==> config.mk <==
export PLATFORM = sky130hd
export DESIGN_NAME = memwb_skid_stage
export DESIGN_NICKNAME = d
export VERILOG_FILES = /design/src/rtl/memwb_skid_stage.sv
export SDC_FILE = /design/constraint.sdc
export NUM_CORES = 1
export LEC_CHECK = 0
export BUFFER_PORTS_ARGS = -buffer_cell sky130_fd_sc_hd__buf_2
export CAP_MARGIN = 10
export CORE_MARGIN = 2
export CORE_UTILIZATION = 35
export CTS_CLUSTER_SIZE = 25
export DETAILED_ROUTE_END_ITERATION = 12
export PLACE_DENSITY = 0.65
export SLEW_MARGIN = 10
export SYNTH_ARGS = -nofsm -noshare
export SYNTH_HDL_FRONTEND = slang
export SYNTH_SLANG_ARGS = --single-unit
==> constraint.sdc <==
create_clock -name clk -period 3.4 [get_ports clk]
set_input_delay 0.34 -clock clk [delete_from_list [all_inputs] [get_ports clk]]
set_output_delay 0.34 -clock clk [all_outputs]
set_load 0.03 [all_outputs]
==> src/rtl/memwb_skid_stage.sv <==
// memwb_skid_stage: MEM/WB pipeline stage with valid/ready handshake, a
// one-entry skid buffer, flush, debug halt and load byte/half/word
// extraction producing the final write-back data and write enable.
// Optional build macro MEMWB_PERF_CNT_EN adds stall and flush counters.
module memwb_skid_stage #(
    parameter int NB_DATA = 32,
    parameter int NB_REG  = 5,
    parameter int NB_LANE = 2
) (
    input  logic               clk,
    input  logic               i_reset,
    input  logic               i_halt,
    input  logic               i_flush,
    input  logic               i_valid,
    output logic               o_ready,
    input  logic [NB_DATA-1:0] i_reg_read,
    input  logic [NB_DATA-1:0] i_result,
    input  logic [NB_REG-1:0]  i_reg2write,
    input  logic               i_mem2reg,
    input  logic               i_regWrite,
    input  logic [1:0]         i_ld_size,
    input  logic               i_ld_unsigned,
    output logic               o_valid,
    input  logic               i_ready,
    output logic [NB_DATA-1:0] o_wb_data,
    output logic [NB_REG-1:0]  o_reg2write,
    output logic               o_regWrite,
    output logic               o_misaligned
`ifdef MEMWB_PERF_CNT_EN
    ,
    output logic [31:0]        o_stall_cnt,
    output logic [15:0]        o_flush_cnt
`endif
);

    typedef struct packed {
        logic [NB_DATA-1:0] reg_read;
        logic [NB_DATA-1:0] result;
        logic [NB_REG-1:0]  reg2write;
        logic               mem2reg;
        logic               regWrite;
        logic [1:0]         ld_size;
        logic               ld_unsigned;
    } entry_t;

    // Occupancy: FULL = main only, SKID = main and skid both held.
    typedef enum logic [1:0] {
        EMPTY = 2'd0,
        FULL  = 2'd1,
        SKID  = 2'd2
    } state_e;

    state_e state_q, state_d;
    entry_t main_q, main_d;
    entry_t skid_q, skid_d;
    entry_t in_ent;

    logic main_valid, skid_valid, accept, emit;

    assign in_ent = '{reg_read: i_reg_read, result: i_result, reg2write: i_reg2write,
                      mem2reg: i_mem2reg, regWrite: i_regWrite, ld_size: i_ld_size,
                      ld_unsigned: i_ld_unsigned};

    assign main_valid = (state_q != EMPTY);
    assign skid_valid = (state_q == SKID);
    // Ready depends only on registered occupancy, never on i_ready.
    assign o_ready    = !skid_valid && !i_halt;
    assign accept     = i_valid && o_ready;
    assign emit       = main_valid && i_ready && !i_halt;

    // Next occupancy and payload; flush beats halt, halt freezes everything.
    always_comb begin
        state_d = state_q;
        main_d  = main_q;
        skid_d  = skid_q;
        if (i_flush) begin
            state_d = EMPTY;
        end else if (!i_halt) begin
            case (state_q)
                EMPTY: if (accept) begin
                    main_d  = in_ent;
                    state_d = FULL;
                end
                FULL: begin
                    if (accept && emit) begin
                        main_d = in_ent;
                    end else if (accept) begin
                        skid_d  = in_ent;
                        state_d = SKID;
                    end else if (emit) begin
                        state_d = EMPTY;
                    end
                end
                SKID: if (emit) begin
                    main_d  = skid_q;
                    state_d = FULL;
                end
                default: state_d = EMPTY;
            endcase
        end
    end

    // Stage registers; reset also zeroes payload so outputs read 0 after reset.
    always_ff @(posedge clk) begin
        if (i_reset) begin
            state_q <= EMPTY;
            main_q  <= '0;
            skid_q  <= '0;
        end else begin
            state_q <= state_d;
            main_q  <= main_d;
            skid_q  <= skid_d;
        end
    end

    // Bits at or above w take the fill value (sign or zero).
    function automatic logic [NB_DATA-1:0] extend(input logic [NB_DATA-1:0] v,
                                                  input int w, input logic fill);
        logic [NB_DATA-1:0] r;
        for (int i = 0; i < NB_DATA; i++) r[i] = (i < w) ? v[i] : fill;
        return r;
    endfunction

    logic [NB_LANE-1:0] lane, lane_h, lane_w;
    logic [NB_DATA-1:0] sh_b, sh_h, sh_w, ext;
    logic               mis;

    assign lane   = main_q.result[NB_LANE-1:0];
    assign lane_h = lane & ~NB_LANE'(1);
    assign lane_w = lane & ~NB_LANE'(3);
    assign sh_b   = main_q.reg_read >> {lane, 3'b000};
    assign sh_h   = main_q.reg_read >> {lane_h, 3'b000};
    assign sh_w   = main_q.reg_read >> {lane_w, 3'b000};

    // Little-endian load extraction and alignment check from the main entry.
    always_comb begin
        ext = main_q.reg_read;
        mis = 1'b0;
        case (main_q.ld_size)
            2'b00: ext = extend(sh_b, 8, !main_q.ld_unsigned && sh_b[7]);
            2'b01: begin
                ext = extend(sh_h, 16, !main_q.ld_unsigned && sh_h[15]);
                mis = lane[0];
            end
            default: begin
                if (NB_DATA == 64 && main_q.ld_size == 2'b11) begin
                    ext = main_q.reg_read;
                    mis = (lane != '0);
                end else begin
                    // On a 32-bit datapath this is the whole word.
                    ext = extend(sh_w, 32, !main_q.ld_unsigned && sh_w[31]);
                    mis = ((lane & NB_LANE'(3)) != '0);
                end
            end
        endcase
    end

    assign o_valid      = main_valid && !i_halt;
    assign o_misaligned = main_valid && main_q.mem2reg && mis;
    assign o_regWrite   = main_valid && main_q.regWrite && !o_misaligned && !i_halt;
    assign o_wb_data    = main_q.mem2reg ? ext : main_q.result;
    assign o_reg2write  = main_q.reg2write;

`ifdef MEMWB_PERF_CNT_EN
    logic [31:0] stall_cnt_q, stall_cnt_d;
    logic [15:0] flush_cnt_q, flush_cnt_d;

    // Counters freeze during halt; a flush counts only if it dropped a held entry.
    always_comb begin
        stall_cnt_d = stall_cnt_q;
        flush_cnt_d = flush_cnt_q;
        if (!i_halt) begin
            if (o_valid && !i_ready) stall_cnt_d = stall_cnt_q + 32'd1;
            if (i_flush && main_valid) flush_cnt_d = flush_cnt_q + 16'd1;
        end
    end

    // Counter registers, wrapping naturally.
    always_ff @(posedge clk) begin
        if (i_reset) begin
            stall_cnt_q <= '0;
            flush_cnt_q <= '0;
        end else begin
            stall_cnt_q <= stall_cnt_d;
            flush_cnt_q <= flush_cnt_d;
        end
    end

    assign o_stall_cnt = stall_cnt_q;
    assign o_flush_cnt = flush_cnt_q;
`endif

endmodule

==> impl_metrics.env, run 1 <==
export IMPL_fill_cells=1973
export IMPL_wirelength_um=20500
export IMPL_multi_input_area_sq_um=3840
export IMPL_place_congestion=0.865
export IMPL_n_antenna_cell=0
export IMPL_max_cap_viol_count=0
export IMPL_cts_buffers=17
export IMPL_die_area_sq_um=22100
export IMPL_clockRootBuffer="clkbuf_16"
export IMPL_power_net_switching_mw=1.11
export IMPL_worstSetupEndpointType="primary output"
export IMPL_r2r_cells=5
export IMPL_antenna_found_initial=1
export IMPL_cts_sinks=150
export IMPL_period_needed_ns=2.83
export IMPL_first_pass_iters=5
export IMPL_yosys_top_cells_count="169 x nand2_1, 161 x a21oi_1, 150 x dfxtp_1"
export IMPL_vias=6172
export IMPL_grt_ovfl_total=0
export IMPL_antenna_left=0
export IMPL_peakVddDrop_uv=318
export IMPL_syn_avg_cell_area_sq_um=9.00
export IMPL_dp_cells=1128
export IMPL_drt_vias_per_instance=5.32
export IMPL_netlist_area_sq_um=7310
export IMPL_drv_slew=0
export IMPL_synth_ff_type="dfxtp_1"
export IMPL_grt_pass1_vias=5799
export IMPL_cp_required_ns=3.06
export IMPL_clk_pin_slew_ns=0.06
export IMPL_die_x_um=149
export IMPL_power_density_nw_per_um2=508
export IMPL_synth_top_area_share_pct=41.1
export IMPL_synthesis_nets=892
export IMPL_ys_types=45
export IMPL_ys_warnings_count=0
export IMPL_min_delay_path_depth=3
export IMPL_syn_inst=812
export IMPL_synth_edff_count=0
export IMPL_area_growth_syn_to_layout_pct=17.0
export IMPL_core_sq_um=20400
export IMPL_worstSetupPathType="reg -> out"
export IMPL_worst_ep_arrival_time_ns=2.49
export IMPL_nets=957
export IMPL_grt_util_all_layers_pct=18.7
export IMPL_synth_most_common_cell="nand2_1"
export IMPL_rr_endpoint="skid_q[72]"
export IMPL_htreeDepth=4
export IMPL_rrSetupSlack_ns=1.32
export IMPL_drc_errors=0
export IMPL_worst_skew_pair_late_latency_ns=0.42
export IMPL_wire_per_inst_um=17.7
export IMPL_drive_above_1_share_pct=27.1
export IMPL_ys_seq_area_share_pct=41.1
export IMPL_initial_core_util_pct=35.9
export IMPL_yosys_top_cells_area="dfxtp_1 41%, a21oi_1 11%, a211oi_2 10%"
export IMPL_critPathLaunchType="register"
export IMPL_hpwlAfterDp_um=13700
export IMPL_clkPwrFrac_pct=45.9
export IMPL_synth_seq_cells=150
export IMPL_min_to="skid_q[31]"
export IMPL_post_cts_setup_buffers=0
export IMPL_p_seq_share_pct=42.8
export IMPL_p_leak_nw=3.50
export IMPL_p_comb_share_pct=11.3
export IMPL_rsz0062_at_grt="false"
export IMPL_intPower_mw=3.23
export IMPL_period_share_pct=83.1
export IMPL_critPathMaxFanout=16
export IMPL_p_sw_share_pct=25.5
export IMPL_grt_pass1_wl_um=32200
export IMPL_cts_tree="built"
export IMPL_die_h_um=149
export IMPL_setup_tns_ns=0
export IMPL_grt_start_max_net_pins=96
export IMPL_post_layout_nonfiller_instances=1160
export IMPL_register_area_sq_um=3000
export IMPL_ios=121
export IMPL_min_from="i_result[21]"
export IMPL_drt_initial_drc_count=496
export IMPL_finalClockSkew_ns=0.00847
export IMPL_worst_pin_slew_ns=0.912
export IMPL_async_flop_share_pct=0
export IMPL_postCtsHoldBufs=0
export IMPL_portBuffers=120
export IMPL_finalSetupViolCount=0
export IMPL_timing_final_hold_violations=0
export IMPL_status="complete, no violations"
export IMPL_timing_slew_headroom_pct=39.2
export IMPL_max_freq_mhz=354
export IMPL_timing_rr_start="state_q[0]"
export IMPL_num_rows=52
export IMPL_post_cts_resized=0
export IMPL_worstHoldPathType="in -> reg"
export IMPL_clk_path_buf_depth=2
export IMPL_yosys_area_top_type="dfxtp_1"
stage by stage:
step	setup WS [ns]	utilization, %	total power [mW]	hold WS, ns	cell area, sq um
final	0.575	42.0	4.34	0.161	8550
after global routing	0.483	42.0	4.49	0.155	8550
after CTS	0.595	42.0	4.37	0.146	8550
after detailed placement	1.06	38.9	2.38	0.446	7930
after global placement	1.13	38.9	2.38	0.441	7930
after floorplan	1.52	-	2.22	0.418	7310
layout make-up:
cell class | instances | area share (%)
sequential | 150 | 35.1
multi-input combinational | 575 | 44.9
inverter | 1 | 0.0439
tap | 270 | 3.95
timing repair buffer | 132 | 8.74
clock buffer | 20 | 5.22
clock inverter | 12 | 2.06
worst max path at each step:
stage                   start            end
floorplan             lane[1]  o_wb_data[15]
global placement    main_q[1]  o_wb_data[31]
detailed placement  main_q[1]  o_wb_data[31]
CTS                 main_q[1]  o_wb_data[31]
global route        main_q[1]  o_wb_data[31]
finish              main_q[1]  o_wb_data[31]
critical path, stage by stage, from the launching register on:
cell,delay [ns]
dfxtp_1,0.68
nor2_4,0.11
mux2i_4,0.21
nor3_4,0.58
a221o_1,0.26
buf_2,0.22
power by group through the flow:
stage,Sequential [mW],Combinational (mW),Clock [mW]
6_report,1.86,0.491,1.99
5_1_grt,1.86,0.534,2.10
4_1_cts,1.86,0.491,2.02
3_5_place_dp,1.89,0.489,0
3_3_place_gp,1.89,0.484,0
2_1_floorplan,1.87,0.351,0
sequential cells by signal (all words and copies together), names as in the netlist:
name         flops
sh_w            32
main_q          35
o_reg2write      5
skid_q          74
lane             2
state_q          2
per-layer routing:
layer | track usage [%] | share of wire, %
met2 | 30.2 | 47
met3 | 6.35 | 8.4
met1 | 24.3 | 44
met4 | 4.43 | 0.89
met5 | 0 | 0
layout by cell type, fill, tap and decap left out, types with 2 or more instances in the layout:
cell type,n
clkbuf_1,2
a211oi_1,15
a21oi_1,161
nand2b_1,3
a211oi_2,60
and2_1,2
dfxtp_1,150
a221o_1,16
clkinv_2,3
mux2i_1,75
mux2_4,2
buf_2,119
nor2_4,2
clkinv_4,2
buf_4,8
o2bb2ai_1,4
a22oi_1,2
buf_12,4
nor2b_1,2
bufinv_16,4
o211ai_1,2
clkinvlp_4,2
o21ai_0,12
nand2_1,169
clkbuf_16,17
mux2_2,7
o22ai_1,8
nor2_1,10
logic make-up after synthesis:
kind of cell    after synthesis  share of synthesized area (%)
buf+inv                      87                           6.83
mux                          86                           12.2
xor+xnor                      1                          0.120
flops                       150                           41.1
simple gates                199                           11.3
compound gates              289                           28.4
Note: power is estimated with default switching activity, not from simulation.
==> run 2, diff against run 1 <==
--- a/config.mk
+++ b/config.mk
@@ -5,13 +5,14 @@
 export SDC_FILE = /design/constraint.sdc
 export NUM_CORES = 1
 export LEC_CHECK = 0
+export ABC_AREA = 1
 export BUFFER_PORTS_ARGS = -buffer_cell sky130_fd_sc_hd__buf_2
 export CAP_MARGIN = 10
 export CORE_MARGIN = 2
 export CORE_UTILIZATION = 35
 export CTS_CLUSTER_SIZE = 25
 export DETAILED_ROUTE_END_ITERATION = 12
-export PLACE_DENSITY = 0.65
+export PLACE_DENSITY = 0.66
 export SLEW_MARGIN = 10
 export SYNTH_ARGS = -nofsm -noshare
 export SYNTH_HDL_FRONTEND = slang
==> constraint.sdc (replaced) <==
create_clock -name clk -period 2.3 [get_ports clk]
set_input_delay 0.23 -clock clk [delete_from_list [all_inputs] [get_ports clk]]
set_output_delay 0.23 -clock clk [all_outputs]
set_load 0.03 [all_outputs]
==> run 2 against run 1 <==
Against the previous run:
- clock skew decreased by 0.0033 ns
- register-to-register slack got worse by 1.1 ns
- clock power increased by 35%
- total power increased by 53%
- hold slack got worse by 0.080 ns
- final cell count increased by 47%
- critical endpoint is now o_wb_data[25]
- critical path type unchanged
- global-route usage increased by 2.1 points
- largest cell class unchanged
- non-clock buffer count increased by 19
- sequential power increased by 50%
- routed wire length increased by 26%
- first-iteration DRC count increased by 98%
- via count increased by 40%
==> impl_metrics.env, run 2 <==
export IMPL_period_needed_ns=2.25
export IMPL_crit_family="simple AND/OR/NAND/NOR gates"
export IMPL_wirelength_um=25800
export IMPL_hpwlAfterDp_um=17500
export IMPL_critPathLaunchType="register"
export IMPL_grt_util_all_layers_pct=20.8
export IMPL_rsz0062_at_grt="true"
export IMPL_period_share_pct=97.7
export IMPL_cpMaxStageDelayCell="dfxtp_2"
export IMPL_synth_most_common_cell="nand2_1"
export IMPL_power_mw=6.63
export IMPL_ys_warnings_count=0
export IMPL_largest_reg_flops=74
export IMPL_grt_util_met1_pct=29.9
export IMPL_setup_tns_ns=0
export IMPL_portBuffers=120
export IMPL_path_cells="nor2_1 -> nand3_1 -> nand2_2 -> a21oi_4 -> buf_6 -> a21oi_1 -> buf_2"
export IMPL_place_ws_ns=0.245
export IMPL_area_growth_syn_to_layout_pct=16.2
export IMPL_die_x_um=157
export IMPL_final_cell_mix="359 x nand2_1, 173 x nor2_1, 146 x dfxtp_1, 138 x nand3_1, 130 x a21oi_1"
export IMPL_htreeDepth=4
export IMPL_syn_avg_cell_area_sq_um=6.22
export IMPL_clk_path_buf_depth=2
export IMPL_die_area_sq_um=24700
export IMPL_max_freq_mhz=445
export IMPL_hold_slack_ns=0.0802
export IMPL_cp_required_ns=2.07
export IMPL_mostFrequentLayoutCell="nand2_1"
export IMPL_postCtsHoldBufs=0
export IMPL_fin_util_pct=41.0
export IMPL_wire_per_inst_um=15.1
export IMPL_cts_buffers=17
export IMPL_met2_usage_pct=31.3
export IMPL_synth_ff_type="dfxtp_1"
export IMPL_num_rows=56
export IMPL_grt_busiest_layer="met2"
export IMPL_drt_initial_drc_count=982
export IMPL_fill_cells=2634
export IMPL_die_h_um=157
export IMPL_worst_slack_ns=0.0530
export IMPL_synth_top_area_share_pct=36.6
export IMPL_worstSetupEndpointType="primary output"
export IMPL_worst_path_buf_inv=2
export IMPL_timing_slew_headroom_pct=43.3
export IMPL_grt_ovfl_total=0
export IMPL_worst_skew_pair_late_latency_ns=0.43
export IMPL_drt_vias_per_instance=5.06
export IMPL_yosys_top_cells_count="363 x nand2_1, 174 x nor2_1, 150 x dfxtp_1"
export IMPL_async_flop_share_pct=0
export IMPL_status="complete, no violations"
export IMPL_synthesis_nets=1400
export IMPL_clk_pin_slew_ns=0.06
export IMPL_drc_errors=0
export IMPL_grt_pass1_wl_um=40600
export IMPL_nets=1454
export IMPL_finalClockSkew_ns=0.00515
export IMPL_worst_pin_slew_ns=0.851
export IMPL_worst_ep_arrival_time_ns=2.02
export IMPL_synth_seq_cells=150
export IMPL_ys_types=26
export IMPL_antenna_left=0
export IMPL_peakVddDrop_uv=434
export IMPL_drv_slew=0
export IMPL_synth_edff_count=0
export IMPL_initial_core_util_pct=35.3
export IMPL_top_register="skid_q"
export IMPL_netlist_area_sq_um=8210
export IMPL_n_antenna_cell=0
export IMPL_worstSetupPathType="reg -> out"
export IMPL_antenna_found_initial=0
export IMPL_critPathMaxFanout=8
export IMPL_clockRootBuffer="clkbuf_16"
export IMPL_cts_sinks=150
export IMPL_use_met3_pct=4.10
export IMPL_cts_tree="built"
export IMPL_ys_seq_area_share_pct=36.6
export IMPL_core_sq_um=23300
export IMPL_finalSetupViolCount=0
export IMPL_ios=121
export IMPL_worstHoldPathType="in -> reg"
export IMPL_slowest_delay_ns=0.37
export IMPL_grt_pass1_vias=7663
export IMPL_yosys_top_cells_area="dfxtp_1 37%, nand2_1 17%, nand3_1 8.4%"
export IMPL_place_congestion=0.896
export IMPL_power_density_nw_per_um2=694
export IMPL_grt_start_max_net_pins=78
export IMPL_first_pass_iters=6
export IMPL_vias=8631
export IMPL_max_cap_viol_count=0
export IMPL_p_leak_nw=4.37
export IMPL_timing_final_hold_violations=0
export IMPL_syn_inst=1320
export IMPL_drive_above_1_share_pct=14.9
export IMPL_yosys_area_top_type="dfxtp_1"
==> run 2: cell count changes after synthesis, moves of 15 or more <==
cell and change:
a211oi_1 -15, a211oi_2 -60, a21oi_1 -28, a221o_1 -16
clkbuf_1 +29, inv_1 +116, mux2i_1 -75, nand2_1 +194
nand3_1 +137, nand4_1 +74, nor2_1 +163, o21ai_0 +20
==> run 2: layout make-up <==
class / count / area, sq um / area share (%)
sequential: 150 / 3010 / 31.5
tap: 319 / 399 / 4.18
clock buffer: 22 / 454 / 4.76
inverter: 121 / 454 / 4.76
clock inverter: 10 / 105 / 1.10
timing repair buffer: 151 / 925 / 9.69
multi-input combinational: 933 / 4200 / 44.0
==> run 2: final timing paths <==
check                    from            end  slack [ns]  depth (start not counted)
setup / recovery    main_q[2]  o_wb_data[25]        0.05                          7
hold / removal    i_result[7]     skid_q[17]        0.08                          3
setup reg to reg   state_q[0]     skid_q[30]        0.27                          9
hold reg to reg    skid_q[39]     skid_q[39]        0.46                          2
==> run 2: kinds of logic (layout without fill, tap and decap cells) <==
family,count (synthesis),after routing,share of synthesized area (%)
AO/OA/AOI/OAI,176,176,11.0
buffers and inverters,237,304,13.1
flip-flops,150,150,36.6
AND/OR/NAND/NOR,757,757,39.3
==> run 2: worst reg2reg max path, stage by stage, from the launching register on <==
cell,delay (ns)
dfxtp_1,0.44
inv_2,0.17
nand2_1,0.15
nand2_1,0.06
nor2_1,0.21
nor2_4,0.08
nand2_2,0.07
buf_4,0.46
nand2_1,0.15
a21oi_1,0.16
==> run 2: routing by layer <==
metal  vias to the layer above  part of all wire [%]
met5                         -                     0
met1                      3977                    47
met4                         0                   2.1
met3                        40                   5.8
met2                       268                    45
li1                       4346                     -
==> run 2: repair_timing <==
item | in CTS | in global routing
endpoints found under the setup margin | 18 | 21
gates resized for setup | 9 | 24
gates cloned | 0 | 1
setup buffers | 0 | 2
pin swaps | 0 | 2
==> run 2: power breakdown <==
part | total, mW | switching [mW] | internal [mW] | leakage (nW)
sequential | 2.79 | 0.0878 | 2.70 | 1.22
combinational | 1.16 | 0.790 | 0.366 | 2.88
clock | 2.68 | 1.07 | 1.61 | 0.273
==> run 2: per-stage QoR <==
stage / cells / area (sq um)
after floorplan: 1320 / 8220
after global placement: 1671 / 8900
after detailed placement: 1671 / 8900
after CTS: 1703 / 9480
after global routing: 1706 / 9540
final: 1706 / 9540
